$ cat src/rtl/pyramid_reader_if.sv
`default_nettype none
// ============================================================================
// Module   : pyramid_reader_if
// Purpose  : Bundles the pyramid reader's request, BRAM read and pixel stream
//            signals into one interface.
//   master : the pyramid reader (issues BRAM reads, drives the pixel stream)
//   slave  : the surrounding system (requester, BRAMs and stream consumer)
// Signals  :
//   start_in / octave_in / scale_in          image request
//   rd_en_out / rd_sel_out / rd_addr_out     BRAM read command
//   rd_data_in                               BRAM read data (2-cycle latency)
//   pixel_out / x_out / y_out / last_out     streamed pixel and its tags
//   valid_out / ready_in                     stream handshake
//   busy_out / done_out / error_out          status
// Revision : 1.0 - initial release
// ============================================================================
interface pyramid_reader_if #(
  parameter int BIT_DEPTH  = 8,
  parameter int ADDR_WIDTH = 15
);
  logic                  start_in;
  logic [1:0]            octave_in;
  logic [2:0]            scale_in;
  logic                  rd_en_out;
  logic [1:0]            rd_sel_out;
  logic [ADDR_WIDTH-1:0] rd_addr_out;
  logic [BIT_DEPTH-1:0]  rd_data_in;
  logic [BIT_DEPTH-1:0]  pixel_out;
  logic [7:0]            x_out;
  logic [7:0]            y_out;
  logic                  valid_out;
  logic                  ready_in;
  logic                  last_out;
  logic                  busy_out;
  logic                  done_out;
  logic                  error_out;

  modport master (
    input  start_in, octave_in, scale_in, rd_data_in, ready_in,
    output rd_en_out, rd_sel_out, rd_addr_out,
    output pixel_out, x_out, y_out, valid_out, last_out,
    output busy_out, done_out, error_out
  );

  modport slave (
    output start_in, octave_in, scale_in, rd_data_in, ready_in,
    input  rd_en_out, rd_sel_out, rd_addr_out,
    input  pixel_out, x_out, y_out, valid_out, last_out,
    input  busy_out, done_out, error_out
  );
endinterface
`default_nettype wire

$ cat src/rtl/pyramid_reader.sv
`default_nettype none
// ============================================================================
// Module   : pyramid_reader
// Purpose  : Reads one stored image (octave, scale) out of the per-octave
//            Gaussian pyramid BRAMs in raster order and streams it with x/y
//            coordinates over a valid/ready interface.
// Ports    :
//   clk_in   system clock
//   rst_in   asynchronous active-high reset
//   bus      pyramid_reader_if.master (request, BRAM read, pixel stream,
//            busy/done/error status)
// Timing   : with ready held high the first valid pixel appears 3 cycles
//            after the accepted start edge, then one pixel per cycle.
// Revision : 1.0 - initial release
// ============================================================================
module pyramid_reader #(
  parameter int WIDTH      = 64,
  parameter int HEIGHT     = 64,
  parameter int BIT_DEPTH  = 8,
  parameter int OCTAVES    = 4,
  parameter int SCALES     = 5,
  parameter int ADDR_WIDTH = $clog2(WIDTH * HEIGHT * SCALES)
) (
  input  logic             clk_in,
  input  logic             rst_in,
  pyramid_reader_if.master bus
);

  localparam int LOG_W      = $clog2(WIDTH);
  localparam int LOG_H      = $clog2(HEIGHT);
  localparam int FIFO_DEPTH = 4;

  localparam logic [1:0] S_IDLE  = 2'd0;
  localparam logic [1:0] S_READ  = 2'd1;
  localparam logic [1:0] S_DRAIN = 2'd2;

  // --------------------------------------------------------------------------
  // Declarations
  // --------------------------------------------------------------------------
  logic [1:0]            r_state;
  logic [1:0]            w_next_state;

  logic [1:0]            r_octave;
  logic [2:0]            r_scale;
  logic [7:0]            r_rx;
  logic [7:0]            r_ry;

  // Reads issued whose data has not yet been pushed into the FIFO
  logic [2:0]            r_outst;

  // Tag delay pipe matching the 2-cycle BRAM latency
  logic                  r_p1_v;
  logic [7:0]            r_p1_x;
  logic [7:0]            r_p1_y;
  logic                  r_p1_last;
  logic                  r_p2_v;
  logic [7:0]            r_p2_x;
  logic [7:0]            r_p2_y;
  logic                  r_p2_last;

  // Output FIFO
  logic [BIT_DEPTH-1:0]  r_fifo_pix [FIFO_DEPTH];
  logic [7:0]            r_fifo_x   [FIFO_DEPTH];
  logic [7:0]            r_fifo_y   [FIFO_DEPTH];
  logic [FIFO_DEPTH-1:0] r_fifo_last;
  logic [1:0]            r_wr_ptr;
  logic [1:0]            r_rd_ptr;
  logic [2:0]            r_count;

  logic                  r_done;
  logic                  r_error;

  logic                  w_start_ok;
  logic                  w_accept;
  logic [8:0]            w_wo_m1;
  logic [8:0]            w_ho_m1;
  logic                  w_rx_end;
  logic                  w_ry_end;
  logic                  w_last_coord;
  logic [4:0]            w_sh_w;
  logic [5:0]            w_sh_img;
  logic [ADDR_WIDTH-1:0] w_addr;
  logic                  w_credit;
  logic                  w_issue;
  logic                  w_busy;
  logic                  w_push;
  logic                  w_pop;
  logic                  w_last_pop;

  // --------------------------------------------------------------------------
  // Start validation and geometry of the selected octave
  // --------------------------------------------------------------------------
  // Zero-extended to 32 bits so the range checks stay generic in OCTAVES and
  // SCALES even when a select field can never reach the limit.
  assign w_start_ok = ({30'd0, bus.octave_in} < 32'(OCTAVES)) &&
                      ({29'd0, bus.scale_in}  < 32'(SCALES));
  assign w_accept   = (r_state == S_IDLE) && bus.start_in && w_start_ok;

  assign w_wo_m1      = (9'(WIDTH)  >> r_octave) - 9'd1;
  assign w_ho_m1      = (9'(HEIGHT) >> r_octave) - 9'd1;
  assign w_rx_end     = ({1'b0, r_rx} == w_wo_m1);
  assign w_ry_end     = ({1'b0, r_ry} == w_ho_m1);
  assign w_last_coord = w_rx_end && w_ry_end;

  // addr = scale*W_o*H_o + ry*W_o + rx using only shifts:
  // log2(W_o) = LOG_W - octave, log2(W_o*H_o) = LOG_W + LOG_H - 2*octave.
  assign w_sh_w   = 5'(LOG_W) - {3'b000, r_octave};
  assign w_sh_img = 6'(LOG_W + LOG_H) - {3'b000, r_octave, 1'b0};
  assign w_addr   = (ADDR_WIDTH'(r_scale) << w_sh_img) +
                    (ADDR_WIDTH'(r_ry)    << w_sh_w)   +
                    ADDR_WIDTH'(r_rx);

  // A read may only be issued while everything in flight plus everything
  // queued leaves a free FIFO slot for it, so returning data always fits.
  assign w_credit = ({1'b0, r_outst} + {1'b0, r_count}) < 4'(FIFO_DEPTH);

  // --------------------------------------------------------------------------
  // FSM: state register
  // --------------------------------------------------------------------------
  always_ff @(posedge clk_in or posedge rst_in) begin
    if (rst_in) begin
      r_state <= S_IDLE;
    end else begin
      r_state <= w_next_state;
    end
  end

  // --------------------------------------------------------------------------
  // FSM: next-state logic
  // --------------------------------------------------------------------------
  always_comb begin
    w_next_state = r_state;
    case (r_state)
      S_IDLE:  if (w_accept)                w_next_state = S_READ;
      S_READ:  if (w_issue && w_last_coord) w_next_state = S_DRAIN;
      S_DRAIN: if (w_last_pop)              w_next_state = S_IDLE;
      default:                              w_next_state = S_IDLE;
    endcase
  end

  // --------------------------------------------------------------------------
  // FSM: outputs
  // --------------------------------------------------------------------------
  always_comb begin
    w_issue = 1'b0;
    w_busy  = 1'b0;
    case (r_state)
      S_READ: begin
        w_issue = w_credit;
        w_busy  = 1'b1;
      end
      S_DRAIN: begin
        w_busy  = 1'b1;
      end
      default: begin
        w_issue = 1'b0;
        w_busy  = 1'b0;
      end
    endcase
  end

  // --------------------------------------------------------------------------
  // Request latch and raster counters (x fastest)
  // --------------------------------------------------------------------------
  always_ff @(posedge clk_in or posedge rst_in) begin
    if (rst_in) begin
      r_octave <= 2'd0;
      r_scale  <= 3'd0;
      r_rx     <= 8'd0;
      r_ry     <= 8'd0;
    end else if (w_accept) begin
      r_octave <= bus.octave_in;
      r_scale  <= bus.scale_in;
      r_rx     <= 8'd0;
      r_ry     <= 8'd0;
    end else if (w_issue) begin
      if (w_rx_end) begin
        r_rx <= 8'd0;
        r_ry <= r_ry + 8'd1;
      end else begin
        r_rx <= r_rx + 8'd1;
      end
    end
  end

  // --------------------------------------------------------------------------
  // Outstanding-read counter and tag delay pipe
  // --------------------------------------------------------------------------
  always_ff @(posedge clk_in or posedge rst_in) begin
    if (rst_in) begin
      r_outst   <= 3'd0;
      r_p1_v    <= 1'b0;
      r_p1_x    <= 8'd0;
      r_p1_y    <= 8'd0;
      r_p1_last <= 1'b0;
      r_p2_v    <= 1'b0;
      r_p2_x    <= 8'd0;
      r_p2_y    <= 8'd0;
      r_p2_last <= 1'b0;
    end else begin
      // Issue and return in the same cycle cancel out.
      case ({w_issue, r_p2_v})
        2'b10:   r_outst <= r_outst + 3'd1;
        2'b01:   r_outst <= r_outst - 3'd1;
        default: r_outst <= r_outst;
      endcase
      r_p1_v    <= w_issue;
      r_p1_x    <= r_rx;
      r_p1_y    <= r_ry;
      r_p1_last <= w_last_coord;
      r_p2_v    <= r_p1_v;
      r_p2_x    <= r_p1_x;
      r_p2_y    <= r_p1_y;
      r_p2_last <= r_p1_last;
    end
  end

  // --------------------------------------------------------------------------
  // Output FIFO: the head entry drives the stream directly from registers,
  // so a stalled pixel holds stable until it is popped.
  // --------------------------------------------------------------------------
  assign w_push     = r_p2_v;
  assign w_pop      = (r_count != 3'd0) && bus.ready_in;
  assign w_last_pop = w_pop && r_fifo_last[r_rd_ptr];

  always_ff @(posedge clk_in or posedge rst_in) begin
    if (rst_in) begin
      for (int i = 0; i < FIFO_DEPTH; i++) begin
        r_fifo_pix[i] <= '0;
        r_fifo_x[i]   <= 8'd0;
        r_fifo_y[i]   <= 8'd0;
      end
      r_fifo_last <= '0;
      r_wr_ptr    <= 2'd0;
      r_rd_ptr    <= 2'd0;
      r_count     <= 3'd0;
    end else begin
      if (w_push) begin
        r_fifo_pix[r_wr_ptr]  <= bus.rd_data_in;
        r_fifo_x[r_wr_ptr]    <= r_p2_x;
        r_fifo_y[r_wr_ptr]    <= r_p2_y;
        r_fifo_last[r_wr_ptr] <= r_p2_last;
        r_wr_ptr              <= r_wr_ptr + 2'd1;
      end
      if (w_pop) begin
        r_rd_ptr <= r_rd_ptr + 2'd1;
      end
      case ({w_push, w_pop})
        2'b10:   r_count <= r_count + 3'd1;
        2'b01:   r_count <= r_count - 3'd1;
        default: r_count <= r_count;
      endcase
    end
  end

  // --------------------------------------------------------------------------
  // Status pulses
  // --------------------------------------------------------------------------
  always_ff @(posedge clk_in or posedge rst_in) begin
    if (rst_in) begin
      r_done  <= 1'b0;
      r_error <= 1'b0;
    end else begin
      r_done  <= w_last_pop;
      // Only a start seen in IDLE can be rejected; starts while busy are
      // silently ignored.
      r_error <= (r_state == S_IDLE) && bus.start_in && !w_start_ok;
    end
  end

  // --------------------------------------------------------------------------
  // Output drive
  // --------------------------------------------------------------------------
  assign bus.rd_en_out   = w_issue;
  assign bus.rd_sel_out  = r_octave;
  assign bus.rd_addr_out = w_addr;
  assign bus.pixel_out   = r_fifo_pix[r_rd_ptr];
  assign bus.x_out       = r_fifo_x[r_rd_ptr];
  assign bus.y_out       = r_fifo_y[r_rd_ptr];
  assign bus.last_out    = r_fifo_last[r_rd_ptr];
  assign bus.valid_out   = (r_count != 3'd0);
  assign bus.busy_out    = w_busy;
  assign bus.done_out    = r_done;
  assign bus.error_out   = r_error;

endmodule
`default_nettype wire

$ cat src/flat_wrapper.sv
// flat-port wrapper written by rule: the top's interface ports become plain ports
module pyramid_reader_flat 
#(
  parameter int WIDTH      = 64,
  parameter int HEIGHT     = 64,
  parameter int BIT_DEPTH  = 8,
  parameter int OCTAVES    = 4,
  parameter int SCALES     = 5,
  parameter int ADDR_WIDTH = $clog2(WIDTH * HEIGHT * SCALES)
)
  (clk_in, rst_in, bus_start_in, bus_octave_in, bus_scale_in, bus_rd_data_in, bus_ready_in, bus_rd_en_out, bus_rd_sel_out, bus_rd_addr_out, bus_pixel_out, bus_x_out, bus_y_out, bus_valid_out, bus_last_out, bus_busy_out, bus_done_out, bus_error_out);
  pyramid_reader_if #(.BIT_DEPTH(BIT_DEPTH), .ADDR_WIDTH(ADDR_WIDTH)) bus_i ();
  input  logic clk_in;
  input  logic rst_in;
  input wire logic [$bits(bus_i.start_in)-1:0] bus_start_in;
  input wire logic [$bits(bus_i.octave_in)-1:0] bus_octave_in;
  input wire logic [$bits(bus_i.scale_in)-1:0] bus_scale_in;
  input wire logic [$bits(bus_i.rd_data_in)-1:0] bus_rd_data_in;
  input wire logic [$bits(bus_i.ready_in)-1:0] bus_ready_in;
  output wire logic [$bits(bus_i.rd_en_out)-1:0] bus_rd_en_out;
  output wire logic [$bits(bus_i.rd_sel_out)-1:0] bus_rd_sel_out;
  output wire logic [$bits(bus_i.rd_addr_out)-1:0] bus_rd_addr_out;
  output wire logic [$bits(bus_i.pixel_out)-1:0] bus_pixel_out;
  output wire logic [$bits(bus_i.x_out)-1:0] bus_x_out;
  output wire logic [$bits(bus_i.y_out)-1:0] bus_y_out;
  output wire logic [$bits(bus_i.valid_out)-1:0] bus_valid_out;
  output wire logic [$bits(bus_i.last_out)-1:0] bus_last_out;
  output wire logic [$bits(bus_i.busy_out)-1:0] bus_busy_out;
  output wire logic [$bits(bus_i.done_out)-1:0] bus_done_out;
  output wire logic [$bits(bus_i.error_out)-1:0] bus_error_out;
  assign bus_i.start_in = bus_start_in;
  assign bus_i.octave_in = bus_octave_in;
  assign bus_i.scale_in = bus_scale_in;
  assign bus_i.rd_data_in = bus_rd_data_in;
  assign bus_i.ready_in = bus_ready_in;
  assign bus_rd_en_out = bus_i.rd_en_out;
  assign bus_rd_sel_out = bus_i.rd_sel_out;
  assign bus_rd_addr_out = bus_i.rd_addr_out;
  assign bus_pixel_out = bus_i.pixel_out;
  assign bus_x_out = bus_i.x_out;
  assign bus_y_out = bus_i.y_out;
  assign bus_valid_out = bus_i.valid_out;
  assign bus_last_out = bus_i.last_out;
  assign bus_busy_out = bus_i.busy_out;
  assign bus_done_out = bus_i.done_out;
  assign bus_error_out = bus_i.error_out;
  pyramid_reader #(.WIDTH(WIDTH), .HEIGHT(HEIGHT), .BIT_DEPTH(BIT_DEPTH), .OCTAVES(OCTAVES), .SCALES(SCALES), .ADDR_WIDTH(ADDR_WIDTH)) u_core (.clk_in(clk_in), .rst_in(rst_in), .bus(bus_i));
endmodule
$ cat config.mk
export PLATFORM = sky130hd
export DESIGN_NAME = pyramid_reader_flat
export DESIGN_NICKNAME = d
export VERILOG_FILES = /design/src/rtl/pyramid_reader_if.sv /design/src/rtl/pyramid_reader.sv /design/src/flat_wrapper.sv
export SDC_FILE = /design/constraint.sdc
export NUM_CORES = 1
export LEC_CHECK = 0
export CELL_PAD_IN_SITES_DETAIL_PLACEMENT = 1
export CELL_PAD_IN_SITES_GLOBAL_PLACEMENT = 1
export CORE_MARGIN = 2
export CORE_UTILIZATION = 40
export DETAILED_ROUTE_END_ITERATION = 8
export HOLD_SLACK_MARGIN = 0.12
export PLACE_DENSITY_LB_ADDON = 0.1
export SYNTH_ARGS = -nofsm -noshare
export SYNTH_HDL_FRONTEND = slang
export SYNTH_SLANG_ARGS = --single-unit
export TNS_END_PERCENT = 5
$ cat constraint.sdc
create_clock -name clk_in -period 7.7 [get_ports clk_in]
set_clock_uncertainty 0.1 [all_clocks]
set_input_delay 1.54 -clock clk_in [delete_from_list [all_inputs] [get_ports clk_in]]
set_output_delay 1.54 -clock clk_in [all_outputs]
set_load 0.005 [all_outputs]
==> key figures, run 1 <==
Run status
  – Status: finished, final reports clean

Yosys
  – Number of flops mapped to enable cells by yosys: 0
  – Syn Area/Cell: 12.94 um^2
  – Largest cells by area after synthesis: dfrtp_1 51%, mux2_2 14%, mux4_2 6.7%
  – Ys async rst share: 1.000
  – Syn. warnings: 0
  – Register bit count reported by yosys: 171
  – Synth top area share: 0.5055
  – Cell Area, Synth: 8464 um^2
  – Mapped Cells: 654
  – Post-Syn Nets: 719
  – Top FF cell, synth: dfrtp_1
  – Distinct cells, synth: 58
  – Register area share after synthesis: 0.5055
  – Synth area leader: dfrtp_1

Final layout
  – Nets: 780
  – Layout area overhead: 18.12%
  – Layout fillers: 2154
  – Post-Route Utilization: 0.4786
  – Post-route cell area: 9998 um^2
  – Storage element area: 4280 um^2
  – Diode count: 0
  – Layout Cells excl Fill: 1003
  – Layout cells sized above 1: 0.2486
  – Multi-input gate area: 3965 um^2

STA
  – Final worst path period need: 7.006 ns
  – Final Max Slew Viols: 0
  – Max-Slew Margin vs Limit: 0.2913
  – # setup viols final: 0
  – Setup ws final: 0.6941 ns
  – RSZ-0062 raised after global routing: false
  – Hold Fails Final Rpt: 0
  – Final worst path period share: 0.9099
  – TNS Setup: 0 ns
  – Slew @ Worst Pin: 1.063 ns
  – F_max: 142.7 MHz

Clock tree
  – Clock slew at reported path FFs: 0.07 ns
  – Cts hold-fix bufs: 0
  – CTS tree: yes
  – CTS root buffer: clkbuf_16
  – CTS Buffer Depth: 2
  – Htree depth: 4
  – CTS buffer count: 17
  – Clk sinks: 171
  – Worst-Skew Late Latency: 0.43 ns

Pwr
  – Sequential power share: 0.364
  – Pint: 2.402 mW
  – Sw Ratio: 0.3465
  – Worst vdd ir: 0.1656 mV
  – Clock share of power: 0.233
  – Gate power share: 0.403
  – PwrDens: 367.6 nW/um^2
  – Switching power: 1.273 mW
  – Pleak: 4.627 nW

Global routing
  – GR Overflow Total: 0
  – Initial antenna violation count: 0
  – First-pass GRT wire length: 32460 um
  – Pin count of the biggest net entering global routing: 88
  – Vias in the first global route: 6030
  – Gr usage total: 0.1866

Route
  – DR iter-0 viols: 213
  – Routed vias/inst: 5.278
  – Initial DRT Pass Iterations: 4
  – # DRC: 0
  – Via count: 5294
  – ANT nets after route: 0
  – Average wire per standard cell: 19.07 um
  – Overall routed net length: 19120 um

Die
  – Core area: 20890 um^2
  – Die W: 149.5 um
  – Die Span Y: 149.5 um
  – Initial Util: 0.4052
  – Die area: 22340 um^2
  – Ports: 64
  – Site row count: 53

Critical path
  – CP max FO: 26
  – R2R Path Start: u_core.bus.rd_sel_out[0]$_DFFE_PP0P_
  – Reg2reg path depth: 7
  – CP max-delay cell: ha_2
  – Worst R2R End: u_core.r_state[0]$_DFFE_PP0P_
  – Setup crit end kind: output pin
  – CP max stage delay: 0.68 ns
  – Crit path DAT: 5.37 ns
  – Worst Path Required: 6.06 ns
  – Flop-to-flop setup slack: 4.11 ns
  – Worst Setup Path Type: reg -> out
  – Critical-path cell list: buf_4 > inv_1 > ha_2 > mux2_2 > o21ai_0 > mux2i_1 > fa_1 > ha_1 > o21ai_0 > a21oi_1 > a31o_2 > a21oi_1 > xnor2_1 > clkdlybuf4s50_1
  – Startpoint Class: flip-flop

Worst hold path
  – WHS Path Cells: 0
  – Hold Path Origin: u_core.r_p1_y[6]$_DFF_PP0_
  – HP Class: reg -> reg
  – Hold Path Sink: u_core.r_p2_y[6]$_DFF_PP0_

Placed design
  – IO buf count: 63
  – Placed insts: 971
  – Placer Congestion: 0.8161
  – Placed cell areas: 9392 um^2
  – Pre-CTS setup slack: 0.9222 ns
  – Post-DP HPWL: 13170 um

Flow run
  – Max Cap Violations: 0
-- sequential cells by signal, summed over array words and instances, names as in the netlist, 2 cells and up --
signal	flops
u_core.r_p1_x	8
u_core.r_wr_ptr	2
u_core.r_p2_x	8
u_core.r_fifo_last	4
u_core.r_ry	8
u_core.r_rd_ptr	2
u_core.r_fifo_x	32
u_core.r_fifo_y	32
u_core.r_outst	3
u_core.r_scale	3
u_core.r_fifo_pix	32
u_core.r_state	2
u_core.r_p2_y	8
u_core.r_count	3
u_core.r_rx	8
u_core.bus.rd_sel_out	2
u_core.r_p1_y	8
-- critical path: cells and delay by family, from the launching register on --
family	cells	cell delay (ns)
fa+ha+maj	3	1.54
compound gates	5	1.32
buf+inv	3	1.05
mux	2	0.54
flops	1	0.33
xor+xnor	1	0.14
-- Yosys cell counts, drive strengths merged (4+ instances only) --
master,n
dfrtp,171
mux2,107
nand2,39
ha,37
nor2,33
inv,29
mux4,25
o21ai,25
clkbuf,23
a21oi,22
xnor2,19
xor2,14
fa,11
mux2i,11
nand3,10
buf,6
nand4,5
nor3,5
a211oi,4
a21o,4
or3,4
-- power by group through the flow --
stage                     logic [mW]  clock network (mW)  registers (mW)
after floorplan                 1.00                   0            1.25
after global placement          1.45                   0            1.34
after detailed placement        1.50                   0            1.36
after CTS                       1.51               0.882            1.34
after global routing            1.64               0.919            1.38
final                           1.48               0.855            1.34
-- cells in the final DEF (no fill, tap or decap), types with 4 or more instances in the layout --
cell and n:
a211oi_1 4, a21o_1 4, a21oi_1 21, buf_4 8
clkbuf_16 17, clkdlybuf4s50_1 63, clkinv_8 5, dfrtp_1 170
fa_1 11, ha_1 36, inv_1 28, inv_6 4
mux2_2 106, mux2i_1 11, mux4_2 25, nand2_1 39
nand3_1 10, nand4_1 4, nor2_1 33, nor3_1 5
o21ai_0 25, or3_1 4, xnor2_1 19, xor2_1 14
-- cell families after synthesis --
family                     count (synthesis)  synth area share
DFF                                      171            0.5055
muxes                                    143            0.2219
and+or+nand+nor                          125           0.07524
AOI/OAI and AO/OA                         75           0.05351
buffers and inverters                     58           0.02631
adders and majority gates                 48           0.08071
xor gates and xnor gates                  34           0.03681
-- through the flow --
step	hold WS (ns)	power, mW
6_report	0.2493	3.675
4_1_cts	0.2527	3.733
3_3_place_gp	0.2321	2.784
5_1_grt	0.2600	3.941
2_1_floorplan	0.2312	2.253
3_5_place_dp	0.2358	2.856
-- cell type report --
cell class | instances | share of cell area
multi-input cells | 425 | 0.3966
clock inverters | 15 | 0.01790
repair buffers | 71 | 0.06908
clock buffers | 17 | 0.04255
well taps | 275 | 0.03441
flip-flops and latches | 171 | 0.4281
inverters | 29 | 0.01139
-- per-layer routing --
metal,global-route usage,share of wire,vias to the layer above
met5,0,0,-
met4,0.03857,0.0067,0
met3,0.03567,0.034,7
met2,0.3186,0.51,77
met1,0.2491,0.45,2758
li1,-,-,2452
-- what timing repair did --
item | in CTS | in global routing
setup buffers | 0 | 0
endpoints found under the hold margin | 0 | 0
gates resized for setup | 0 | 1
endpoints found under the setup margin | 0 | 1
-- worst max-delay path by stage --
stage,from,endpoint,depth (start not counted)
2_1_floorplan,rst_in,u_core.bus.done_out$_DFF_PP0_,1
3_3_place_gp,u_core.bus.rd_sel_out[0]$_DFFE_PP0P_,bus_rd_addr_out[11],15
3_5_place_dp,u_core.bus.rd_sel_out[0]$_DFFE_PP0P_,bus_rd_addr_out[11],15
4_1_cts,u_core.bus.rd_sel_out[0]$_DFFE_PP0P_,bus_rd_addr_out[11],15
5_1_grt,u_core.bus.rd_sel_out[0]$_DFFE_PP0P_,bus_rd_addr_out[11],15
6_report,u_core.bus.rd_sel_out[0]$_DFFE_PP0P_,bus_rd_addr_out[10],14
No activity file was read; power rests on OpenSTA's default activity.
==> inputs of run 2 (changes only) <==
--- a/config.mk
+++ b/config.mk
@@ -12,3 +12,4 @@
 export DETAILED_ROUTE_END_ITERATION = 8
-export HOLD_SLACK_MARGIN = 0.12
+export GPL_ROUTABILITY_DRIVEN = 0
+export HOLD_SLACK_MARGIN = 0.15
 export PLACE_DENSITY_LB_ADDON = 0.1
--- a/constraint.sdc
+++ b/constraint.sdc
@@ -4,2 +4,2 @@
 set_output_delay 1.54 -clock clk_in [all_outputs]
-set_load 0.005 [all_outputs]
+set_load 0.02 [all_outputs]
==> run 2 against run 1 <==
Effect of this change: wire length down 4.8%; design area down 0.11%; core utilization down 0.054 points; global-route usage down 1.0 points; sequential share of layout area about the same; final cell count unchanged; setup slack worse by 0.15 ns; die area unchanged; worst hold slack worse by 0.00084 ns; first-iteration DRC count up 8.9%; non-clock buffer count unchanged; largest cell class unchanged.
==> key figures, run 2 (synthesis results as in run 1) <==
Run status
  – Status: finished, final reports clean

Route
  – Average wire per standard cell: 18.15 um
  – Overall routed net length: 18200 um
  – DR iter-0 viols: 232
  – # DRC: 0
  – Routed vias/inst: 5.240
  – Via count: 5256
  – ANT nets after route: 0
  – Initial DRT Pass Iterations: 4

Placed design
  – IO buf count: 63
  – Post-DP HPWL: 12440 um
  – Placed insts: 971

STA
  – F_max: 139.8 MHz
  – Final Max Slew Viols: 0
  – Slew @ Worst Pin: 0.9225 ns
  – RSZ-0062 raised after global routing: false
  – # setup viols final: 0
  – WHS: 0.2484 ns
  – Final worst path period share: 0.9291
  – Hold Fails Final Rpt: 0
  – Final worst path period need: 7.154 ns
  – TNS Setup: 0 ns
  – Max-Slew Margin vs Limit: 0.3850

Pwr
  – Pleak: 4.619 nW
  – Final Power: 3.811 mW
  – Worst vdd ir: 0.1994 mV
  – PwrDens: 381.6 nW/um^2

Clock tree
  – CTS tree: yes
  – CTS buffer count: 17
  – Htree depth: 4
  – Clock slew at reported path FFs: 0.07 ns
  – Clk sinks: 171
  – Cts hold-fix bufs: 0
  – CTS Buffer Depth: 2
  – CTS root buffer: clkbuf_16
  – Worst-Skew Late Latency: 0.42 ns

Final layout
  – Layout cells sized above 1: 0.2486
  – Diode count: 0
  – Layout area overhead: 17.99%
  – Post-Route Utilization: 0.4781
  – Layout Cells excl Fill: 1003
  – Commonest non-fill, non-tap cell in the layout: dfrtp_1
  – Largest registers: u_core.r_fifo_pix x32, u_core.r_fifo_x x32, u_core.r_fifo_y x32
  – Most frequent cells in the layout: 170 x dfrtp_1, 106 x mux2_2, 63 x clkdlybuf4s50_1, 39 x nand2_1, 36 x ha_1
  – Nets: 780

Critical path
  – Crit path buf inv count: 4
  – Worst Path Required: 6.06 ns
  – Worst path top cell family by delay: adder cells
  – Setup crit end kind: output pin
  – CP max-delay cell: ha_2
  – Worst Setup Path Type: reg -> out
  – CP max FO: 26
  – Critical-path cell list: buf_4 > inv_1 > ha_2 > mux2i_1 > o21ai_0 > nand2_1 > fa_1 > inv_1 > fa_1 > a21o_1 > a211oi_1 > o21ai_0 > o41ai_1 > xnor2_1 > clkdlybuf4s50_1
  – Startpoint Class: flip-flop
  – Crit path DAT: 5.51 ns
  – CP max stage delay: 0.67 ns

Global routing
  – Vias in the first global route: 5835
  – Pin count of the biggest net entering global routing: 96
  – First-pass GRT wire length: 30520 um
  – Initial antenna violation count: 0
  – GR Overflow Total: 0
  – Gr usage total: 0.1764

Flow run
  – Max Cap Violations: 0

Die
  – Die W: 149.5 um
  – Core area: 20890 um^2
  – Ports: 64
  – Site row count: 53
  – Die area: 22340 um^2
  – Initial Util: 0.4052
  – Die Span Y: 149.5 um

Worst hold path
  – HP Class: reg -> reg
==> run 2: cell count changes in the layout (fill, tap and decap cells not counted), sizes merged <==
| cell | previous run | this run |
|---|---|---|
| clkinv | 7 | 5 |
| clkinvlp | 2 | 3 |
| inv | 35 | 36 |
==> run 2: final timing paths <==
| kind | start | endpoint | slack, ns | cells past startpoint |
|---|---|---|---|---|
| max | u_core.bus.rd_sel_out[0]$_DFFE_PP0P_ | bus_rd_addr_out[11] | 0.55 | 15 |
| min | u_core.r_p1_y[6]$_DFF_PP0_ | u_core.r_p2_y[6]$_DFF_PP0_ | 0.25 | 0 |
| max reg2reg | u_core.bus.rd_sel_out[0]$_DFFE_PP0P_ | u_core.r_state[0]$_DFFE_PP0P_ | 4.14 | 7 |
| min reg2reg | u_core.r_p1_y[6]$_DFF_PP0_ | u_core.r_p2_y[6]$_DFF_PP0_ | 0.25 | 0 |
| max in group asynchronous | rst_in | u_core.r_p2_v$_DFF_PP0_ | 4.45 | 3 |
| min in group asynchronous | rst_in | u_core.r_fifo_x[8]$_DFFE_PP0P_ | 1.58 | 2 |
==> run 2: through the flow <==
step	instance area [um^2]	setup slack (ns)
after floorplan	8464	1.428
after global placement	9392	0.9466
after detailed placement	9392	0.7943
after CTS	9985	0.3064
after global routing	9987	0.1368
final	9987	0.5463
==> run 2: worst reg2reg max path: stages (launching register included) <==
cell,delay (ns)
dfrtp_1,0.33
buf_4,0.27
ha_1,0.50
xnor3_1,0.44
nor4_4,0.67
or4b_1,0.61
a21oi_2,0.20
mux2_1,0.33
==> run 2: repair_timing <==
item / in CTS / in global routing
endpoints found under the setup margin: 0 / 1
hold endpoints to repair: 0 / 0
buffers inserted: 0 / 0
gates resized for setup: 0 / 1
==> run 2: power breakdown <==
part	switching (mW)	internal (mW)
logic	0.816	0.827
clock network	0.397	0.435
registers	0.198	1.14
==> run 2: layout make-up <==
type / instances / area (um^2)
Inverter: 29 / 113.9
Fill cell: 2172 / 10900
Clock inverter: 15 / 167.7
Multi-Input combinational cell: 425 / 3965
Tap cell: 275 / 344.1
Sequential cell: 171 / 4280
Clock buffer: 17 / 425.4
Timing Repair Buffer: 71 / 690.7
==> run 2: metal layers <==
metal,up-vias,track usage,share of wire
met3,19,0.03476,0.027
met5,-,0,0
met1,2725,0.2355,0.47
met4,0,0.05095,0.014
li1,2445,-,-
met2,67,0.2936,0.49
==> inputs of run 3 (changes only) <==
Settings changed: ABC_AREA set to 1, CELL_PAD_IN_SITES_DETAIL_PLACEMENT 1 to not set, CELL_PAD_IN_SITES_GLOBAL_PLACEMENT 1 to not set, PLACE_DENSITY_LB_ADDON 0.1 to not set.
==> run 3 against run 2 <==
Effect of this change: clock power grew 10%; worst hold slack got worse by 0.0048 ns; non-clock buffer count did not move; fmax is 1.4% higher; synthesized area up 1.0%; wire length grew 3.1%; first-iteration DRC count increased by 89%; final cell count grew 32%; largest cell class unchanged.
==> key figures, run 3 <==
Run status
  – Status: finished, final reports clean

Clock tree
  – Htree depth: 4
  – CTS Buffer Depth: 2
  – Worst-Skew Late Latency: 0.42 ns
  – CTS tree: yes
  – CTS buffer count: 17
  – Cts hold-fix bufs: 0
  – Setup bufs post-CTS: 0
  – CTS resizes: 0
  – CTS root buffer: clkbuf_16
  – Clock slew at reported path FFs: 0.06 ns
  – Clk sinks: 171

STA
  – Max-Slew Margin vs Limit: 0.3253
  – F_max: 141.8 MHz
  – Final worst path period need: 7.054 ns
  – Final worst path period share: 0.9161
  – Final Max Slew Viols: 0
  – Hold Fails Final Rpt: 0
  – RSZ-0062 raised after global routing: false
  – Slew @ Worst Pin: 1.012 ns
  – TNS Setup: 0 ns
  – Setup ws final: 0.6459 ns
  – # setup viols final: 0

Final layout
  – Layout Cells excl Fill: 1324
  – Largest registers: u_core.r_fifo_pix x32, u_core.r_fifo_x x32, u_core.r_fifo_y x32
  – Multi-input gate area: 3711 um^2
  – Layout area overhead: 17.09%
  – Layout fillers: 2019
  – Storage element area: 4279 um^2
  – Post-route cell area: 10010 um^2
  – Diode count: 0
  – Commonest non-fill, non-tap cell in the layout: nand2_1
  – Nets: 1101
  – Layout cells sized above 1: 0.04671
  – Most frequent cells in the layout: 228 x nand2_1, 174 x o21ai_0, 171 x dfrtp_1, 87 x inv_1, 86 x nor2_1

Route
  – # DRC: 0
  – Via count: 6630
  – Routed vias/inst: 5.008
  – Overall routed net length: 18760 um
  – Average wire per standard cell: 14.17 um
  – Initial DRT Pass Iterations: 5
  – ANT nets after route: 0
  – DR iter-0 viols: 438

Die
  – Initial Util: 0.4067
  – Core area: 21020 um^2
  – Die area: 22560 um^2
  – Ports: 64
  – Die Span Y: 150.2 um
  – Site row count: 53
  – Die W: 150.2 um

Pwr
  – Pleak: 4.757 nW
  – Worst vdd ir: 0.3827 mV
  – PwrDens: 434.2 nW/um^2
  – Final Power: 4.347 mW

Placed design
  – IO buf count: 63
  – Post-DP HPWL: 12080 um
  – Placed cell areas: 9373 um^2
  – Placed insts: 1292
  – Pre-CTS setup slack: 1.151 ns

Critical path
  – Setup crit end kind: output pin
  – Worst Path Required: 6.06 ns
  – Reg2reg path depth: 10
  – Crit path DAT: 5.41 ns
  – Worst Setup Path Type: reg -> out
  – CP max FO: 19
  – Startpoint Class: flip-flop

Worst hold path
  – HP Class: reg -> reg
  – WHS Path Cells: 0

Yosys
  – Top post-synthesis cells by count: 228 x nand2_1, 174 x o21ai_0, 171 x dfrtp_1, 88 x inv_1, 86 x nor2_1
  – Cell Area, Synth: 8549 um^2
  – Syn Area/Cell: 8.592 um^2
  – Synth top area share: 0.5005
  – Distinct cells, synth: 36
  – Most frequent cell after synthesis: nand2_1
  – Register area share after synthesis: 0.5005
  – Largest cells by area after synthesis: dfrtp_1 50%, o21ai_0 10%, nand2_1 10%
  – Top FF cell, synth: dfrtp_1
  – Ys async rst share: 1.000
  – Synth area leader: dfrtp_1
  – Number of flops mapped to enable cells by yosys: 0
  – Mapped Cells: 995
  – Register bit count reported by yosys: 171
  – Post-Syn Nets: 1060
  – Syn. warnings: 0

Global routing
  – Gr usage total: 0.1778
  – Initial antenna violation count: 0
  – First-pass GRT wire length: 32150 um
  – Vias in the first global route: 6376
  – GR Overflow Total: 0
  – Pin count of the biggest net entering global routing: 111

Flow run
  – Max Cap Violations: 0
## run 3: changes by cell type after synthesis, moves of 11 or more
| cell | before | now |
|---|---|---|
| o22ai_1 | 2 | 28 |
| nand2_1 | 39 | 228 |
| o21ai_0 | 25 | 174 |
| inv_1 | 29 | 88 |
| clkbuf_1 | 23 | 34 |
| mux4_2 | 25 | 0 |
| mux2_2 | 106 | 0 |
| xnor2_1 | 19 | 7 |
| nor2_1 | 33 | 86 |
| nand3_1 | 10 | 33 |
## run 3: routing by layer
layer / track usage / vias to the layer above / wire [um]
met5: 0 / - / 0
met4: 0.04057 / 0 / 193
met3: 0.03879 / 15 / 762
met2: 0.2756 / 142 / 8535
met1: 0.2564 / 3143 / 9272
li1: - / 3330 / -
## run 3: metrics by stage
step | util | hold WS (ns)
global route | 0.4762 | 0.2497
floorplan | - | 0.2312
detailed placement | 0.4459 | 0.2347
global placement | 0.4459 | 0.2322
CTS | 0.4762 | 0.2466
finish | 0.4762 | 0.2437
## run 3: path summary, 6_finish.rpt
path / from / endpoint / slack (ns)
worst max-delay path: u_core.bus.rd_sel_out[0]$_DFFE_PP0P_ / bus_rd_addr_out[13] / 0.65
min in group asynchronous: rst_in / u_core.r_fifo_x[27]$_DFFE_PP0P_ / 1.62
worst min-delay path: u_core.r_p1_y[5]$_DFF_PP0_ / u_core.r_p2_y[5]$_DFF_PP0_ / 0.24
worst min register to register: u_core.r_p1_y[5]$_DFF_PP0_ / u_core.r_p2_y[5]$_DFF_PP0_ / 0.24
max in group asynchronous: rst_in / u_core.r_ry[1]$_DFFE_PP0P_ / 4.58
worst max register to register: u_core.bus.rd_sel_out[0]$_DFFE_PP0P_ / u_core.r_ry[0]$_DFFE_PP0P_ / 5.04
## run 3: critical path, stage by stage (launching register included)
cell	delay, ns
dfrtp_1	0.70
inv_1	0.35
ha_1	0.57
clkinv_1	0.46
a21oi_1	0.30
nand2_1	0.10
fa_1	0.52
inv_1	0.04
ha_1	0.22
fa_1	0.42
nand3_1	0.10
nand2_1	0.08
nand2_1	0.07
nand3_1	0.14
a21oi_1	0.19
nand2_1	0.06
nand2_1	0.06
clkdlybuf4s50_1	0.59
## run 3: cells by family after synthesis
logic type / after synthesis / share of synthesized area
XOR/XNOR: 26 / 0.02664
flip-flops: 171 / 0.5005
AND/OR/NAND/NOR: 371 / 0.1737
adder cells (fa/ha/maj): 48 / 0.07991
AO/OA/AOI/OAI: 235 / 0.1480
multiplexers: 5 / 0.005854
buffers and inverters: 139 / 0.06542
## run 3: power breakdown
group	total [mW]	switching (mW)	internal, mW
sequential	1.34	0.184	1.16
clock	0.915	0.344	0.571
combinational	2.09	1.26	0.829
total	4.35	1.79	2.56
## run 3: area by class of cell
cell class,instances,share of cell area
sequential,171,0.4274
inverter,90,0.03475
tap,275,0.03437
timing repair buffer,71,0.06899
clock buffer,23,0.04774
clock inverter,9,0.01600
multi-input combinational,685,0.3707
